$ cat src/rtl/shader_pkg.sv
// Shared definitions for the programmable pixel shader: opcodes, instruction
// field positions and the sequencer state encoding.
package shader_pkg;

    localparam logic [3:0] OP_NOP  = 4'h0;
    localparam logic [3:0] OP_LDI  = 4'h1;
    localparam logic [3:0] OP_MOV  = 4'h2;
    localparam logic [3:0] OP_ADDI = 4'h3;
    localparam logic [3:0] OP_SUBI = 4'h4;
    localparam logic [3:0] OP_ADD  = 4'h5;
    localparam logic [3:0] OP_SHR  = 4'h6;
    localparam logic [3:0] OP_MULI = 4'h7;
    localparam logic [3:0] OP_END  = 4'hF;

    // rs shares the low bits of the immediate field
    localparam int OP_MSB  = 15;
    localparam int OP_LSB  = 12;
    localparam int RD_MSB  = 10;
    localparam int RD_LSB  = 8;
    localparam int RS_MSB  = 2;
    localparam int RS_LSB  = 0;
    localparam int IMM_MSB = 7;
    localparam int IMM_LSB = 0;

    typedef enum logic {
        IDLE,
        RUN
    } state_t;

    // Only LDI..MULI produce a register result; END and 8..E leave registers alone
    function automatic logic writesRd(input logic [3:0] op);
        return (op >= OP_LDI) && (op <= OP_MULI);
    endfunction

endpackage

$ cat src/rtl/shader_alu.sv
// Combinational shader datapath. Every result is formed at PIX_W+8 bits so
// that sums and scaled products can be clamped to full scale instead of wrapping.
module shader_alu
    import shader_pkg::*;
#(
    parameter int PIX_W = 8
) (
    input  logic [3:0]       op_i,
    input  logic [PIX_W-1:0] a_i,
    input  logic [PIX_W-1:0] b_i,
    input  logic [7:0]       imm_i,
    output logic [PIX_W-1:0] result_o
);

    localparam int WIDE_W = PIX_W + 8;

    logic [WIDE_W-1:0] aWide;
    logic [WIDE_W-1:0] bWide;
    logic [WIDE_W-1:0] immWide;
    logic [WIDE_W-1:0] wideResult;
    logic [WIDE_W-1:0] maxVal;

    assign aWide   = {8'b0, a_i};
    assign bWide   = {8'b0, b_i};
    assign immWide = {{PIX_W{1'b0}}, imm_i};
    assign maxVal  = {8'b0, {PIX_W{1'b1}}};

    // Wide result per opcode; MULI treats imm=128 as unity gain, unknown ops pass rd through
    always_comb begin
        wideResult = aWide;
        case (op_i)
            OP_LDI:  wideResult = immWide;
            OP_MOV:  wideResult = bWide;
            OP_ADDI: wideResult = aWide + immWide;
            OP_SUBI: wideResult = (aWide >= immWide) ? (aWide - immWide) : '0;
            OP_ADD:  wideResult = aWide + bWide;
            OP_SHR:  wideResult = aWide >> imm_i[3:0];
            OP_MULI: wideResult = (aWide * immWide) >> 7;
            default: wideResult = aWide;
        endcase
    end

    // Clamp to the largest representable pixel value
    always_comb begin
        result_o = wideResult[PIX_W-1:0];
        if (wideResult > maxVal) begin
            result_o = {PIX_W{1'b1}};
        end
    end

endmodule

$ cat src/rtl/shader_pipe_core.sv
// Programmable per-pixel shader core: captures a pixel into R0 on start, runs
// the stored program one instruction per cycle and pulses done with the result.
module shader_pipe_core
    import shader_pkg::*;
#(
    parameter int PIX_W      = 8,
    parameter int NREG       = 8,
    parameter int PROG_DEPTH = 16
) (
    input  logic                          clk,
    input  logic                          rst,
    input  logic                          start,
    input  logic [PIX_W-1:0]              pixel_in,
    input  logic                          prog_we,
    input  logic [$clog2(PROG_DEPTH)-1:0] prog_addr,
    input  logic [15:0]                   prog_data,
    output logic [PIX_W-1:0]              pixel_out,
    output logic                          done,
    output logic                          busy
);

    localparam int AW  = $clog2(PROG_DEPTH);
    localparam int RIW = $clog2(NREG);

    logic [15:0]      progMem [PROG_DEPTH];
    state_t           state_q;
    logic [AW-1:0]    pc_q;
    logic [PIX_W-1:0] regs_q [NREG];
    logic [PIX_W-1:0] pixelOut_q;
    logic             done_q;
    logic             busy_q;

    logic [3:0]       op;
    logic [2:0]       rdIdx;
    logic [2:0]       rsIdx;
    logic [7:0]       imm;
    logic [PIX_W-1:0] rdVal;
    logic [PIX_W-1:0] rsVal;
    logic [PIX_W-1:0] aluResult;
    logic             rdWrite;
    logic [PIX_W-1:0] r1_d;
    logic             lastAddr;

    assign op    = progMem[pc_q][OP_MSB:OP_LSB];
    assign rdIdx = progMem[pc_q][RD_MSB:RD_LSB];
    assign rsIdx = progMem[pc_q][RS_MSB:RS_LSB];
    assign imm   = progMem[pc_q][IMM_MSB:IMM_LSB];

    assign lastAddr = (pc_q == AW'(PROG_DEPTH - 1));

    // Register reads; indices beyond the implemented file read as zero
    always_comb begin
        rdVal = '0;
        rsVal = '0;
        if (int'(rdIdx) < NREG) begin
            rdVal = regs_q[rdIdx[RIW-1:0]];
        end
        if (int'(rsIdx) < NREG) begin
            rsVal = regs_q[rsIdx[RIW-1:0]];
        end
    end

    // Write qualification and the R1 value seen after this instruction, used by the implicit end
    always_comb begin
        rdWrite = writesRd(op) && (int'(rdIdx) < NREG);
        r1_d    = regs_q[1];
        if (rdWrite && (rdIdx == 3'd1)) begin
            r1_d = aluResult;
        end
    end

    shader_alu #(
        .PIX_W (PIX_W)
    ) u_alu (
        .op_i     (op),
        .a_i      (rdVal),
        .b_i      (rsVal),
        .imm_i    (imm),
        .result_o (aluResult)
    );

    // Instruction store: writes only land while idle so a running program is never altered
    always_ff @(posedge clk) begin
        if (prog_we && (state_q == IDLE)) begin
            progMem[prog_addr] <= prog_data;
        end
    end

    // Sequencer, register file and registered outputs
    always_ff @(posedge clk) begin
        if (rst) begin
            state_q    <= IDLE;
            pc_q       <= '0;
            pixelOut_q <= '0;
            done_q     <= 1'b0;
            busy_q     <= 1'b0;
            for (int i = 0; i < NREG; i++) begin
                regs_q[i] <= '0;
            end
        end else begin
            done_q <= 1'b0;
            case (state_q)
                IDLE: begin
                    if (start) begin
                        regs_q[0] <= pixel_in;
                        pc_q      <= '0;
                        busy_q    <= 1'b1;
                        state_q   <= RUN;
                    end
                end
                RUN: begin
                    if (op == OP_END) begin
                        pixelOut_q <= rdVal;
                        done_q     <= 1'b1;
                        busy_q     <= 1'b0;
                        pc_q       <= '0;
                        state_q    <= IDLE;
                    end else begin
                        if (rdWrite) begin
                            regs_q[rdIdx[RIW-1:0]] <= aluResult;
                        end
                        pc_q <= pc_q + AW'(1);
                        if (lastAddr) begin
                            pixelOut_q <= r1_d;
                            done_q     <= 1'b1;
                            busy_q     <= 1'b0;
                            pc_q       <= '0;
                            state_q    <= IDLE;
                        end
                    end
                end
                default: state_q <= IDLE;
            endcase
        end
    end

    assign pixel_out = pixelOut_q;
    assign done      = done_q;
    assign busy      = busy_q;

endmodule

$ cat config.mk
export PLATFORM = sky130hd
export DESIGN_NAME = shader_pipe_core
export DESIGN_NICKNAME = d
export VERILOG_FILES = /design/src/rtl/shader_pkg.sv /design/src/rtl/shader_alu.sv /design/src/rtl/shader_pipe_core.sv
export SDC_FILE = /design/constraint.sdc
export NUM_CORES = 1
export LEC_CHECK = 0
export ABC_AREA = 1
export CORE_MARGIN = 3
export CORE_UTILIZATION = 60
export CTS_BUF_LIST = sky130_fd_sc_hd__clkbuf_8 sky130_fd_sc_hd__clkbuf_16
export CTS_CLUSTER_SIZE = 14
export DETAILED_ROUTE_END_ITERATION = 16
export PLACE_DENSITY = 0.86
export SYNTH_ARGS = -nofsm -noshare
export SYNTH_HDL_FRONTEND = slang
export SYNTH_SLANG_ARGS = --single-unit
$ cat constraint.sdc
create_clock -name clk -period 8 [get_ports clk]
set_clock_uncertainty 0.2 [all_clocks]
set_input_delay 1.6 -clock clk [delete_from_list [all_inputs] [get_ports clk]]
set_output_delay 1.6 -clock clk [all_outputs]
set_load 0.1 [all_outputs]
# Yosys cells after proc, flatten, opt, wreduce, memory -nomap -nowiden
# Memories as Yosys holds them, arrays and structs flattened. A register that Yosys moved wholly into a read port is not among the register bits.
# Index checks and enable logic that the tools add are counted.
# word_totals
register_bits	15
mem_bits_rw	320
input_bits	32
out_inout_bits	10
elab_cells	77
mem_count	2
# classes
n_addsub	4
n_mul	1
order_cmp	4
eq_ne	12
n_shift	1
mux	38
n_bitwise	2
n_reduce_logical	8
# mem_list
name	words	word_bits	read_ports	rd_ports_with_merged_regs	write_ports	line	text
progMem	16	16	1	1	1	shader_pipe_core.sv:25	logic [15:0] progMem [PROG_DEPTH];
regs_q	8	8	3	0	8	shader_pipe_core.sv:28	logic [PIX_W-1:0] regs_q [NREG];
# op_table
operator	count
16-bit case mux with 7 select lines	1
8-bit 2-to-1 mux	6
1-bit 2-to-1 mux	21
4-bit 2-to-1 mux	5
8-bit by 8-bit adder with 9-bit output	2
4-bit by 3-bit equality test with 1-bit output, second input constant	4
16-bit by 8-bit > comparator with 1-bit output, second input constant	1
8-bit by 8-bit multiplier with 16-bit output	1
16-bit 2-to-1 mux	1
8-bit by 4-bit >> shifter with 16-bit output	1
8-bit by 8-bit subtractor with 9-bit output	1
4-bit by 2-bit equality test with 1-bit output, second input constant	2
4-bit equality test, second input constant	2
8-bit greater-or-equal comparator	1
4-bit case mux with 2 select lines	1
8-bit OR reduction	1
4-bit by 1-bit adder with 4-bit output, second input constant	1
4-bit by 1-bit equality test with 1-bit output, second input constant	1
4-bit by 1-bit greater-or-equal comparator with 1-bit output, second input constant	1
4-bit by 3-bit <= comparator with 1-bit output, second input constant	1
1-bit case mux with 2 select lines	2
2-bit AND reduction	2
3-bit by 1-bit equality test with 1-bit output, second input constant	1
1-bit logical AND	3
7 further kinds	7

# Logic depth before layout (Yosys ltp)
# Gate-level depths: netlist of run 1.
# depth
depth_word	9
depth_mapped	43
depth_no_buf	40

# Modules after synthesis
# Synthesis of run 1 repeated with hierarchy kept, for this count alone.
# unflattened
cells_unflattened	2024
area_unflattened_um2	18345.1
# by_module_without_submodules
module	instances	cells_per_inst	area_each_um2
shader_pipe_core	1	1376	14482.6
shader_alu	1	648	3862.5

# Least setup slack after synthesis of run 1
# OpenSTA, ideal clock, no wires.
# synth_timing
path_kind	reg2reg
start	reg (tool-made name)
end	mem regs_q[0][1] (data pin)
t_arrival_ps	5503
path_slack_ps	2041
path_stages_with_launch	32
n_path_buf	3
synth_period_minus_slack_ps	5959
path_cell_list	dfxtp_1 buf_4 nand2_1 nand3_1 nand3_1 nand3_2 nand2_2 buf_4 buf_4 o21ai_0 nand2_1 nand2_1 nand2_1 nand2_2 inv_1 ha_1 fa_1 fa_1 fa_1 inv_1 fa_1 inv_1 ha_1 a21oi_1 o21ai_0 a221oi_1 nand3_1 nand3_1 nand2_1 inv_4 nand2_4 a22o_1
# synth_rtl
item	line
end: declaration	shader_pipe_core.sv:28

==> flow_summary.yaml, run 1 <==
pwr:
  p_total_mw: 5.58
  power_density_nw_per_um2: 288
  p_leak_nw: 8.00
  peakVddDrop_mv: 0.248
yosys:
  synth_top_family_by_area: "simple AND/OR/NAND/NOR gates"
  synthXorXnorAreaFrac: 0.00296
  synth_seq_cells: 323
  synthSimpleGateAreaFrac: 0.203
  synth-edff-count: 304
  synth-seq-area-share: 0.536
  syn-num-nets: 2003
  ys.flop_type: "edfxtp_1"
  synth_area_per_cell_um2: 9.44
  ys_async_sr_fraction: 0
  synth_fa_ha_area_frac: 0.0820
  synth-warning-count: 0
  synth_compound_area_frac: 0.104
  ys_types: 53
  syn_inst: 1877
  synthMuxAreaShare: 0
  netlist_area_um2: 17700
setup_path:
  cp_data_arrival_time_ns: 7.67
  path_max_fanout: 39
  worst_setup_path_start_kind: "register"
  endpoint_kind: "register"
  slowest_stage: "dfxtp_4"
  crit_type: "reg2reg"
  critical_path_required_ns: 8.09
  slowest_delay_ns: 0.62
clock_tree:
  cts_root_buf: "clkbuf_16"
  cts_max_level: 1
  cts_buffer_depth: 3
  cts_tree: "built"
  cts_made_buffers: 31
  clock-sinks: 323
  clk_transition_reported_paths_ns: 0.06
  post_cts_buffers: 0
  clock_latency_ns: 0.56
  cts.repair.resized: 0
  cts_hold_buf: 0
global_routing:
  grt_pass1_wl_um: 73200
  overflow: 0
  grt_max_degree: 57
  grt_pass1_vias: 13700
  grt_usage: 0.299
  antenna_found_initial: 0
timing:
  finalMaxSlewViolations: 0
  worst_slew_pin_slew_ns: 1.24
  post-route-period-util: 0.948
  finalSetupViolations: 0
  fin_tns_setup_ns: 0
  fin_crit_ns: 7.58
  setup_ws_ns: 0.416
  slew_headroom: 0.174
  rsz0062_at_grt: "no"
  final-hold-violation-count: 0
  fmaxAchievable_mhz: 132
cells_and_area:
  nNetsFinal: 2029
  synthToLayoutAreaGrowth_pct: 9.37
  finalNonFillerCells: 2309
  nFillCells: 2117
  diodes: 0
  drive_gt1_frac: 0.0753
die:
  rows: 62
  ios: 42
  fp.dieH_um: 178
  die_x_um: 178
  start_util: 0.613
  core_area_um2: 28900
  die_area_um2: 31600
placement:
  portBuffers: 40
  post-place-ws_ns: 0.541
  dp_cells: 2254
  dp_hpwl_um: 31200
  place.gp.congestion: 0.977
drt:
  wl_per_cell_um: 20.6
  routed_wirelength_um: 47600
  drt_iter0_drc: 1841
  vias_per_cell: 6.17
  drcViolationCount: 0
  ant_nets: 0
  vias: 14200
  firstDrtPassIters: 6
job:
  drv_cap: 0
status:
  status: "completed"
min_path:
  hold_class: "reg2reg"
[critical path, delay by kind of cell, from the launching register on]
family	cells	cell delay, ns
DFF	1	0.62
AOI/OAI and AO/OA	5	1.35
and+or+nand+nor	14	1.89
adders and majority gates	5	2.28
buffers and inverters	6	0.97
[metal layers]
| layer | global-route usage | vias up | routed length (um) |
|---|---|---|---|
| met3 | 0.0513 | 155 | 5090 |
| met2 | 0.496 | 939 | 23100 |
| met4 | 0.123 | 0 | 1940 |
| met5 | 0 | - | 0 |
| met1 | 0.392 | 6722 | 17500 |
| li1 | - | 6422 | - |
[cell usage after synthesis, drive strengths merged (12+ instances only)]
master	n	area [um^2]
nand3	138	701
fa	37	741
nor2	232	883
o21ai	137	689
o211ai	25	188
inv	200	753
clkbuf	12	45.0
dfxtp	19	380
edfxtp	304	9130
nand2	470	1820
buf	64	459
o221ai	20	175
ha	57	713
a221oi	12	105
a21oi	85	437
[logic make-up after synthesis]
group	count (synthesis)
AOI/OAI and AO/OA	309
adders and majority gates	94
DFF	323
and+or+nand+nor	865
xor gates and xnor gates	6
buffers and inverters	280
[worst paths after layout]
check                     from  cells after the start      endpoint  slack [ns]
setup / recovery      register                     30  regs_q[3][7]        0.42
hold / removal    pixel_out[4]                      2  pixel_out[4]        0.25
hold reg to reg   pixel_out[4]                      2  pixel_out[4]        0.25
setup reg to reg      register                     30  regs_q[3][7]        0.42
[cells in the final DEF (no fill, tap or decap), types with 4 or more instances in the layout]
cell type        instances
nor2_1                 213
or2_2                    4
fa_1                    37
nor3_2                   4
nand2_1                453
edfxtp_1               304
o22ai_1                  9
o21bai_1                 4
ha_1                    57
a221oi_1                12
o21ai_1                 29
inv_1                  186
nor2_2                  19
clkinv_1                 9
o21ai_0                107
inv_2                   16
bufinv_16                5
a21oi_1                 84
clkinv_2                 8
nand4_1                  4
o221ai_1                20
dfxtp_1                 17
clkdlybuf4s50_1         40
o211ai_1                25
nand3_1                136
buf_4                   27
nand2_2                 14
clkbuf_16               31
[where the power goes]
group / switching [mW] / internal [mW] / total (mW)
combinational: 1.47 / 0.745 / 2.21
sequential: 0.0213 / 1.88 / 1.90
clock: 0.606 / 0.860 / 1.47
total: 2.10 / 3.49 / 5.58
[flip-flops by register name (all words and copies together), names as in the netlist, named ones only]
register	flops
busy	1
done	1
pc_q	4
pixel_out	8
progMem	240
regs_q	64
state_q	1
[area by class of cell]
type	count	area (um^2)	area share
well taps	384	480	0.0248
flip-flops and latches	323	9510	0.491
inverters	204	772	0.0398
multi-input cells	1274	6980	0.360
clock inverters	24	239	0.0123
repair buffers	69	626	0.0323
clock buffers	31	776	0.0400
[through the flow]
step | utilization | cell area [um^2] | hold slack [ns]
global placement | 0.635 | 18400 | 0.239
floorplan | - | 17700 | 0.290
global route | 0.670 | 19400 | 0.271
CTS | 0.670 | 19400 | 0.255
finish | 0.670 | 19400 | 0.253
detailed placement | 0.635 | 18400 | 0.243
No activity file was read; power rests on OpenSTA's default activity.
==> inputs of run 2 (changes only) <==
--- a/config.mk
+++ b/config.mk
@@ -11,7 +11,7 @@
 export CTS_BUF_LIST = sky130_fd_sc_hd__clkbuf_8 sky130_fd_sc_hd__clkbuf_16
 export CTS_CLUSTER_SIZE = 14
 export DETAILED_ROUTE_END_ITERATION = 16
-export PLACE_DENSITY = 0.86
+export PLACE_DENSITY = 0.78
 export SYNTH_ARGS = -nofsm -noshare
 export SYNTH_HDL_FRONTEND = slang
 export SYNTH_SLANG_ARGS = --single-unit
==> constraint.sdc (replaced) <==
create_clock -name clk -period 7.1 [get_ports clk]
set_clock_uncertainty 0.2 [all_clocks]
set_input_delay 1.42 -clock clk [delete_from_list [all_inputs] [get_ports clk]]
set_output_delay 1.42 -clock clk [all_outputs]
set_load 0.1 [all_outputs]
==> run 2 against run 1 <==
Effect of this change:
- cell count up 1.3%
- setup slack worse by 0.0061 ns
- first-iteration DRC count is 13% lower
==> flow_summary.yaml, run 2 (synthesized netlist as in run 1, its figures left out) <==
global_routing:
  grt_usage: 0.292
  grt_pass1_wl_um: 70800
  overflow: 0
  antenna_found_initial: 0
  grt_max_degree: 56
  grt_pass1_vias: 13300
pwr:
  peakVddDrop_mv: 0.272
  power_density_nw_per_um2: 322
  p_leak_nw: 8.12
timing:
  final-hold-violation-count: 0
  finalMaxSlewViolations: 0
  fmaxAchievable_mhz: 149
  slew_headroom: 0.161
  fin_tns_setup_ns: 0
  worst_slew_pin_slew_ns: 1.26
  finalSetupViolations: 0
  post-route-period-util: 0.942
  fin_crit_ns: 6.69
  rsz0062_at_grt: "no"
drt:
  vias: 13900
  vias_per_cell: 5.93
  wl_per_cell_um: 19.9
  drcViolationCount: 0
  ant_nets: 0
  firstDrtPassIters: 10
  drt_iter0_drc: 1595
  routed_wirelength_um: 46500
cells_and_area:
  nNetsFinal: 2056
  layout_common_cells: "nand2_1 (453), edfxtp_1 (304), nor2_1 (211)"
  largest_reg_flops: 240
  nFillCells: 2147
  multi_input_comb_area_um2: 7010
  final_area_um2: 19600
  drive_gt1_frac: 0.0906
  synthToLayoutAreaGrowth_pct: 10.7
  fin_util: 0.678
  final_common_cell: "nand2_1"
  top_register: "progMem"
  seqCellArea_um2: 9510
clock_tree:
  clk_transition_reported_paths_ns: 0.06
  cts_tree: "built"
  cts_buffer_depth: 3
  cts_made_buffers: 31
  clock-sinks: 323
  cts_root_buf: "clkbuf_16"
  cts_hold_buf: 0
  clock_latency_ns: 0.57
  cts_max_level: 1
placement:
  dp_hpwl_um: 31400
  place.gp.congestion: 0.985
  portBuffers: 40
  placed_cell_area_um2: 18600
die:
  core_area_um2: 28900
  start_util: 0.613
  ios: 42
  rows: 62
  fp.dieH_um: 178
  die_area_um2: 31600
  die_x_um: 178
setup_path:
  slowest_delay_ns: 0.53
  crit_type: "reg2reg"
  regToRegSetupSlack_ns: 0.41
  critPathMostFrequentCell: "nand2_1"
  endpoint_kind: "register"
  slowest_stage: "fa_1"
  critical_path_required_ns: 7.21
  worst_setup_path_start_kind: "register"
  path_max_fanout: 13
  cp_data_arrival_time_ns: 6.81
job:
  drv_cap: 0
min_path:
  hold_class: "reg2reg"
status:
  status: "completed"
run 2: changes by cell type in the layout (fill, tap and decap cells not counted), sizes merged:
cell      change
clkbuf        +1
clkinvlp      +1
clkinv        +4
inv           -2
buf          +26
bufinv        -1
diode         +1
run 2: worst paths after layout:
check,start,end,cells after the start
worst max-delay path,register,regs_q[0][2],31
worst min-delay path,pixel_out[0],pixel_out[0],2
worst min register to register,pixel_out[0],pixel_out[0],2
worst max register to register,register,regs_q[0][2],31
run 2: power breakdown:
group          switching [mW]  leakage (nW)  internal, mW
sequential             0.0188          2.99          2.12
combinational            1.66          4.64         0.906
clock                   0.683         0.497         0.934
total                    2.36          8.12          3.96
run 2: cell type report:
type | count | share of cell area
flip-flops and latches | 323 | 0.485
clock inverters | 26 | 0.0114
well taps | 384 | 0.0245
inverters | 204 | 0.0399
multi-input cells | 1274 | 0.357
diodes | 1 | 0.000128
clock buffers | 31 | 0.0395
repair buffers | 96 | 0.0425
run 2: per-stage QoR:
| step | std cells | hold WS, ns | total power [mW] | setup slack (ns) |
|---|---|---|---|---|
| 6_report | 2339 | 0.253 | 6.33 | 0.409 |
| 5_1_grt | 2338 | 0.276 | 6.75 | 0.0102 |
| 4_1_cts | 2336 | 0.255 | 6.28 | 0.124 |
| 3_5_place_dp | 2279 | 0.243 | 4.68 | 0.0505 |
| 3_3_place_gp | 2279 | 0.238 | 4.62 | 0.103 |
| 2_1_floorplan | 1877 | 0.290 | 4.00 | 1.14 |
run 2: worst max-delay path: cells and delay by family, from the launching register on:
family	cells	cell delay [ns]
adder cells (fa/ha/maj)	6	2.28
AND/OR/NAND/NOR	12	1.29
buffers and inverters	8	1.27
AO/OA/AOI/OAI	5	0.89
flip-flops	1	0.46
run 2: layer usage:
metal,part of all wire,global-route usage,wire (um),vias to the layer above
met5,0,0,0,-
met4,0.039,0.116,1790,0
met3,0.080,0.0421,3700,133
met2,0.49,0.496,22700,633
met1,0.39,0.379,18200,6623
li1,-,-,-,6471
run 2: timing repair:
| item | CTS | global route |
|---|---|---|
| endpoints found under the setup margin | 1 | 72 |
| pin swaps | 0 | 1 |
| setup buffers | 0 | 2 |
| resized for setup | 1 | 10 |
